`config.mk`:
```
export PLATFORM = sky130hd
export DESIGN_NAME = fetch_queue_unit
export DESIGN_NICKNAME = d
export VERILOG_FILES = /design/src/rtl/fetch_queue_unit.sv
export SDC_FILE = /design/constraint.sdc
export NUM_CORES = 1
export LEC_CHECK = 0
export ABC_CLOCK_PERIOD_IN_PS = 6800
export CAP_MARGIN = 0
export CORE_MARGIN = 3
export CORE_UTILIZATION = 50
export DETAILED_ROUTE_END_ITERATION = 6
export PLACE_DENSITY = 0.75
export SYNTH_ARGS = -nofsm -noshare
export SYNTH_HDL_FRONTEND = slang
export SYNTH_SLANG_ARGS = --single-unit
```
`constraint.sdc`:
```
create_clock -name Clock -period 6.8 [get_ports Clock]
set_input_delay 1.36 -clock Clock [delete_from_list [all_inputs] [get_ports Clock]]
set_output_delay 1.36 -clock Clock [all_outputs]
set_load 0.02 [all_outputs]
```
`src/rtl/fetch_queue_unit.sv`:
```
// Instruction fetch front end: PC register, single outstanding memory
// request, and a small instruction/PC FIFO drained by a valid/ready consumer.
module fetch_queue_unit #(
    parameter int ADDR_W = 32,
    parameter int DATA_W = 32,
    parameter int QUEUE_DEPTH = 4,
    parameter logic [ADDR_W-1:0] RESET_PC = '0,
    parameter int PC_STEP = 4
) (
    input  logic              Clock,
    input  logic              Reset,
    input  logic              Branch,
    input  logic              Zero,
    input  logic              Jump,
    input  logic [ADDR_W-1:0] Target,
    output logic              Mem_Req,
    output logic [ADDR_W-1:0] Mem_Addr,
    input  logic              Mem_Ack,
    input  logic [DATA_W-1:0] Mem_Data,
    output logic              Inst_Valid,
    input  logic              Inst_Ready,
    output logic [DATA_W-1:0] Inst,
    output logic [ADDR_W-1:0] Inst_PC,
    output logic [ADDR_W-1:0] Fetch_PC
);

    localparam int PTR_W = $clog2(QUEUE_DEPTH);
    localparam int CNT_W = PTR_W + 1;
    localparam logic [ADDR_W-1:0] STEP = ADDR_W'(PC_STEP);
    localparam logic [CNT_W-1:0] DEPTH = CNT_W'(QUEUE_DEPTH);

    typedef enum logic [1:0] {
        S_IDLE,
        S_REQ,
        S_WAIT,
        S_DROP
    } state_t;

    state_t            state_q, state_d;
    logic [ADDR_W-1:0] pc_q, pc_d;
    logic [PTR_W-1:0]  rd_ptr_q, rd_ptr_d;
    logic [PTR_W-1:0]  wr_ptr_q, wr_ptr_d;
    logic [CNT_W-1:0]  count_q, count_d;
    logic [DATA_W-1:0] fifo_data_q [QUEUE_DEPTH];
    logic [ADDR_W-1:0] fifo_pc_q [QUEUE_DEPTH];

    logic redirect;
    logic push;
    logic pop;

    assign redirect = Jump | (Branch & Zero);
    assign Inst_Valid = (count_q != '0);
    assign pop = Inst_Valid & Inst_Ready;

    assign Mem_Req = (state_q == S_REQ);
    assign Mem_Addr = Mem_Req ? pc_q : '0;
    assign Fetch_PC = pc_q;
    assign Inst = Inst_Valid ? fifo_data_q[rd_ptr_q] : '0;
    assign Inst_PC = Inst_Valid ? fifo_pc_q[rd_ptr_q] : '0;

    always_comb begin
        state_d = state_q;
        pc_d = pc_q;
        push = 1'b0;
        unique case (state_q)
            S_IDLE: begin
                if (redirect) begin
                    pc_d = Target;
                end else if (count_q < DEPTH) begin
                    state_d = S_REQ;
                end
            end
            S_REQ: begin
                if (redirect) begin
                    pc_d = Target;
                    state_d = S_DROP;
                end else begin
                    pc_d = pc_q + STEP;
                    state_d = S_WAIT;
                end
            end
            S_WAIT: begin
                if (redirect) begin
                    pc_d = Target;
                    state_d = Mem_Ack ? S_IDLE : S_DROP;
                end else if (Mem_Ack) begin
                    push = 1'b1;
                    state_d = S_IDLE;
                end
            end
            S_DROP: begin
                if (redirect) begin
                    pc_d = Target;
                end
                if (Mem_Ack) begin
                    state_d = S_IDLE;
                end
            end
            default: state_d = S_IDLE;
        endcase
    end

    // A redirect flushes the queue outright, overriding push and pop.
    always_comb begin
        rd_ptr_d = rd_ptr_q;
        wr_ptr_d = wr_ptr_q;
        count_d = count_q;
        if (redirect) begin
            rd_ptr_d = '0;
            wr_ptr_d = '0;
            count_d = '0;
        end else begin
            if (push) begin
                wr_ptr_d = wr_ptr_q + PTR_W'(1);
            end
            if (pop) begin
                rd_ptr_d = rd_ptr_q + PTR_W'(1);
            end
            unique case ({push, pop})
                2'b10: count_d = count_q + CNT_W'(1);
                2'b01: count_d = count_q - CNT_W'(1);
                default: count_d = count_q;
            endcase
        end
    end

    always_ff @(posedge Clock) begin
        if (!Reset) begin
            state_q <= S_IDLE;
            pc_q <= RESET_PC;
            rd_ptr_q <= '0;
            wr_ptr_q <= '0;
            count_q <= '0;
        end else begin
            state_q <= state_d;
            pc_q <= pc_d;
            rd_ptr_q <= rd_ptr_d;
            wr_ptr_q <= wr_ptr_d;
            count_q <= count_d;
        end
    end

    // The PC register has already stepped past the word being returned.
    always_ff @(posedge Clock) begin
        if (push) begin
            fifo_data_q[wr_ptr_q] <= Mem_Data;
            fifo_pc_q[wr_ptr_q] <= pc_q - STEP;
        end
    end

endmodule

```
==> results.md <==
* Int Pwr at 3.13 mW
* Reg2Reg Depth at 8
* CTS tree: built
* RSZ-0062 raised after global routing: no
* Max Clock Skew at 15.9 ps
* Die Width at 166 um
* Worst skew pair latency at 530 ps
* Hold Buf Count CTS at 0
* Peak VDD IR at 0.145 mV
* Hold_ws at 526 ps
* Simple-gate share of the synthesized area at 0.108
* Non-Filler Instances at 1,329
* Core area at 24,700 um^2
* Htree depth at 1
* Largest delay share family, worst path: flip-flops
* Post-Synth Adder-Cell Area at 0.00845
* Rows at 57
* Post-synthesis mux area share at 0.114
* Iter 0 DRT Violations at 450
* Vias per cell at 5.53
* Post-synth ARST share at 0
* Diode count at 0
* Num CTS Buffers at 28
* Critical path arrival at 3350 ps
* Reg2reg start: count_q[2]
* Clock tree buffer depth at 3
* Setup TNS at 0 ps
* Syn_nets at 885
* Tmin final at 4710 ps
* Dominant synthesized flop cell: edfxtp_1
* Xor/xnor share of the synthesized area at 0.0399
* Drt wl/cell at 20.6 um
* Synth top area share at 0.604
* Number of synthesized flops with an enable pin at 256
* Final wirelength at 27.3 mm
* Number of detailed-route iterations in the first pass at 4
* Synth Cell Area at 12,700 um^2
* P&R area growth vs syn at 24.4%
* Place WS at 2510 ps
* Largest net degree at the start of global routing at 67
* Endpoint class of the critical path: output pin
* Compound-Gate Fraction of Synth Area at 0.0284
* Mean post-synth cell area at 15.8 um^2
* CTS root buf: clkbuf_16
* Placed cells at 1,277
* Layout cell share with drive strength beyond 1 at 0.129
* Worst Tran Pin Value at 1070 ps
* Worst hold path class: reg2reg
* Post-DP HPWL at 16.6 mm
* Tcrit/Tclk final at 0.693
* Final #Nets at 1,062
* GRT overflow at 0
* CP bufs+invs at 2
* Switching power total at 0.848 mW
* Cell variety after synth at 43
* Critical path peak fanout at 50
* Finished Cell Area at 15,800 um^2
* Antenna violations before repair at 0
* Max incr delay on CP at 1040 ps
* # IOs at 201
* Initial Util at 0.516
* Crit-path slowest cell: dfxtp_4
* Status: completed
* CP cell instances: buf_4 > mux4_2 > and2_1 > clkdlybuf4s50_1
* Seq cells post-synth at 299
* Synth Instances at 806
* Die area at 27,400 um^2
* Slew HR at 0.290
* Combinational share of power at 0.067
* Req. time, crit path at 5440 ps
* Worst setup path endpoint: Inst_PC[20]
* Die height at 166 um
* Switching Share at 0.213
* CTS Sinks at 299
* Post-synth top area cell: edfxtp_1
* Critical path depth at 4
* Seq/Total Area, Yosys at 0.671
* Final-report max-slew violation count at 0
* Critical path startpoint category: register
* Via count at 7,351
* IO Port Bufs at 200
* MaxCap Viol Count at 0
* Clock power frac at 0.413
* Fmax at 0.212 GHz
* Reg-to-reg slack, setup at 3930 ps
* Largest cells by area after synthesis: edfxtp_1 60%, mux4_2 11%, dfxtp_1 6.8%
* Resized Gates After CTS at 0
* CP Class: reg2out
* Hold depth at 2
* Yosys warning count at 0
* Gr usage total at 0.201
* Vias in the first global route at 7,646
* Detail Route Antenna Nets at 0
* Hold Fails Final Rpt at 0
* Placed Area at 14,900 um^2
* Final worst slack at 2090 ps
* Main combinational cell family by area after synthesis: multiplexers
* Power Density at 251 nW/um^2
* Flop pwr share at 0.521
* Reg2Reg Capture Point: count_q[2]
* CTS clk-pin slew, worst paths at 60 ps
* DRC at 0
* GP Congestion at 0.792
* # setup viols final at 0
* First-pass GRT wire length at 42.5 mm
* Buffers inserted by post-CTS timing repair at 0
* Leak Pwr at 5.13 nW
[layout by cell type, fill, tap and decap left out, types with 4 or more instances in the layout]
master,count
bufinv_16,5
or3_1,4
nor3_1,11
a21oi_1,27
xnor2_1,22
xor2_1,36
nand3_1,16
clkdlybuf4s50_1,200
and3_1,6
nor4_1,14
edfxtp_1,256
clkbuf_16,29
nand4_1,13
and2_1,92
o21ai_0,24
and2_4,4
dfxtp_1,41
clkinv_2,9
inv_1,15
mux4_2,64
nand2_1,26
ha_1,7
nor2_1,38
a211oi_1,7
[sequential cells by signal, indices dropped and copies added (netlist names), named ones only]
| name | count |
|---|---|
| Fetch_PC | 32 |
| rd_ptr_q | 2 |
| count_q | 3 |
| fifo_pc_q | 128 |
| state_q | 2 |
| fifo_data_q | 128 |
| wr_ptr_q | 2 |
[metrics by stage]
stage / power, mW / util
detailed placement: 2.37 / 0.602
global route: 4.11 / 0.642
finish: 3.98 / 0.642
global placement: 2.37 / 0.602
floorplan: 2.24 / -
CTS: 4.00 / 0.642
[synth_stat cells (5+ instances only)]
cell and n:
buf_2 7, nor4_1 14, a21oi_1 28, clkbuf_1 31, xnor2_1 22, nor2_1 38
xor2_1 36, and2_1 96, o21ai_0 24, and3_1 6, edfxtp_1 256, mux4_2 64
dfxtp_1 43, nand2_1 26, nand3_1 16, ha_1 7, nand4_1 13, a211oi_1 7
inv_1 15, or3_1 5, nor3_1 11, clkbuf_8 9
[layout make-up]
type	count	area [um^2]
clock inverters	19	231
well taps	324	405
fillers	1801	8840
repair buffers	202	2020
inverters	15	56.3
multi-input cells	437	3820
clock buffers	33	751
flip-flops and latches	299	8560
[cells by family after synthesis]
group / count (synthesis)
and+or+nand+nor: 241
muxes: 65
adders and majority gates: 8
DFF: 299
xor gates and xnor gates: 58
AOI/OAI and AO/OA: 65
buffers and inverters: 70
[metal layers]
metal	part of all wire	vias up	wire, um	GRT usage
met5	0	-	0	0
met3	0.076	40	2080	0.0449
li1	-	3412	-	-
met1	0.43	3632	11600	0.280
met4	0.019	0	526	0.0450
met2	0.48	267	13100	0.329
[worst register-to-register path, stage by stage, from the launching register on]
cell     delay, ps
dfxtp_1        380
or3_2          850
and2_1         320
ha_1           200
inv_1           60
fa_1           370
xor2_1         160
or3_1          310
a21oi_1        140
[power groups by stage]
stage | logic [mW] | registers, mW | clock network, mW
after floorplan | 0.145 | 2.10 | 0
after global placement | 0.260 | 2.11 | 0
after detailed placement | 0.264 | 2.11 | 0
after CTS | 0.267 | 2.07 | 1.67
after global routing | 0.288 | 2.07 | 1.75
final | 0.265 | 2.07 | 1.64
[worst min path at each step]
stage	startpoint	end	slack, ps
finish	state_q[1]	state_q[1]	530
CTS	state_q[1]	state_q[1]	520
floorplan	count_q[2]	count_q[2]	470
global placement	count_q[1]	count_q[1]	490
detailed placement	rd_ptr_q[1]	register	510
global route	count_q[2]	count_q[2]	550
No activity file was read; power rests on OpenSTA's default activity.
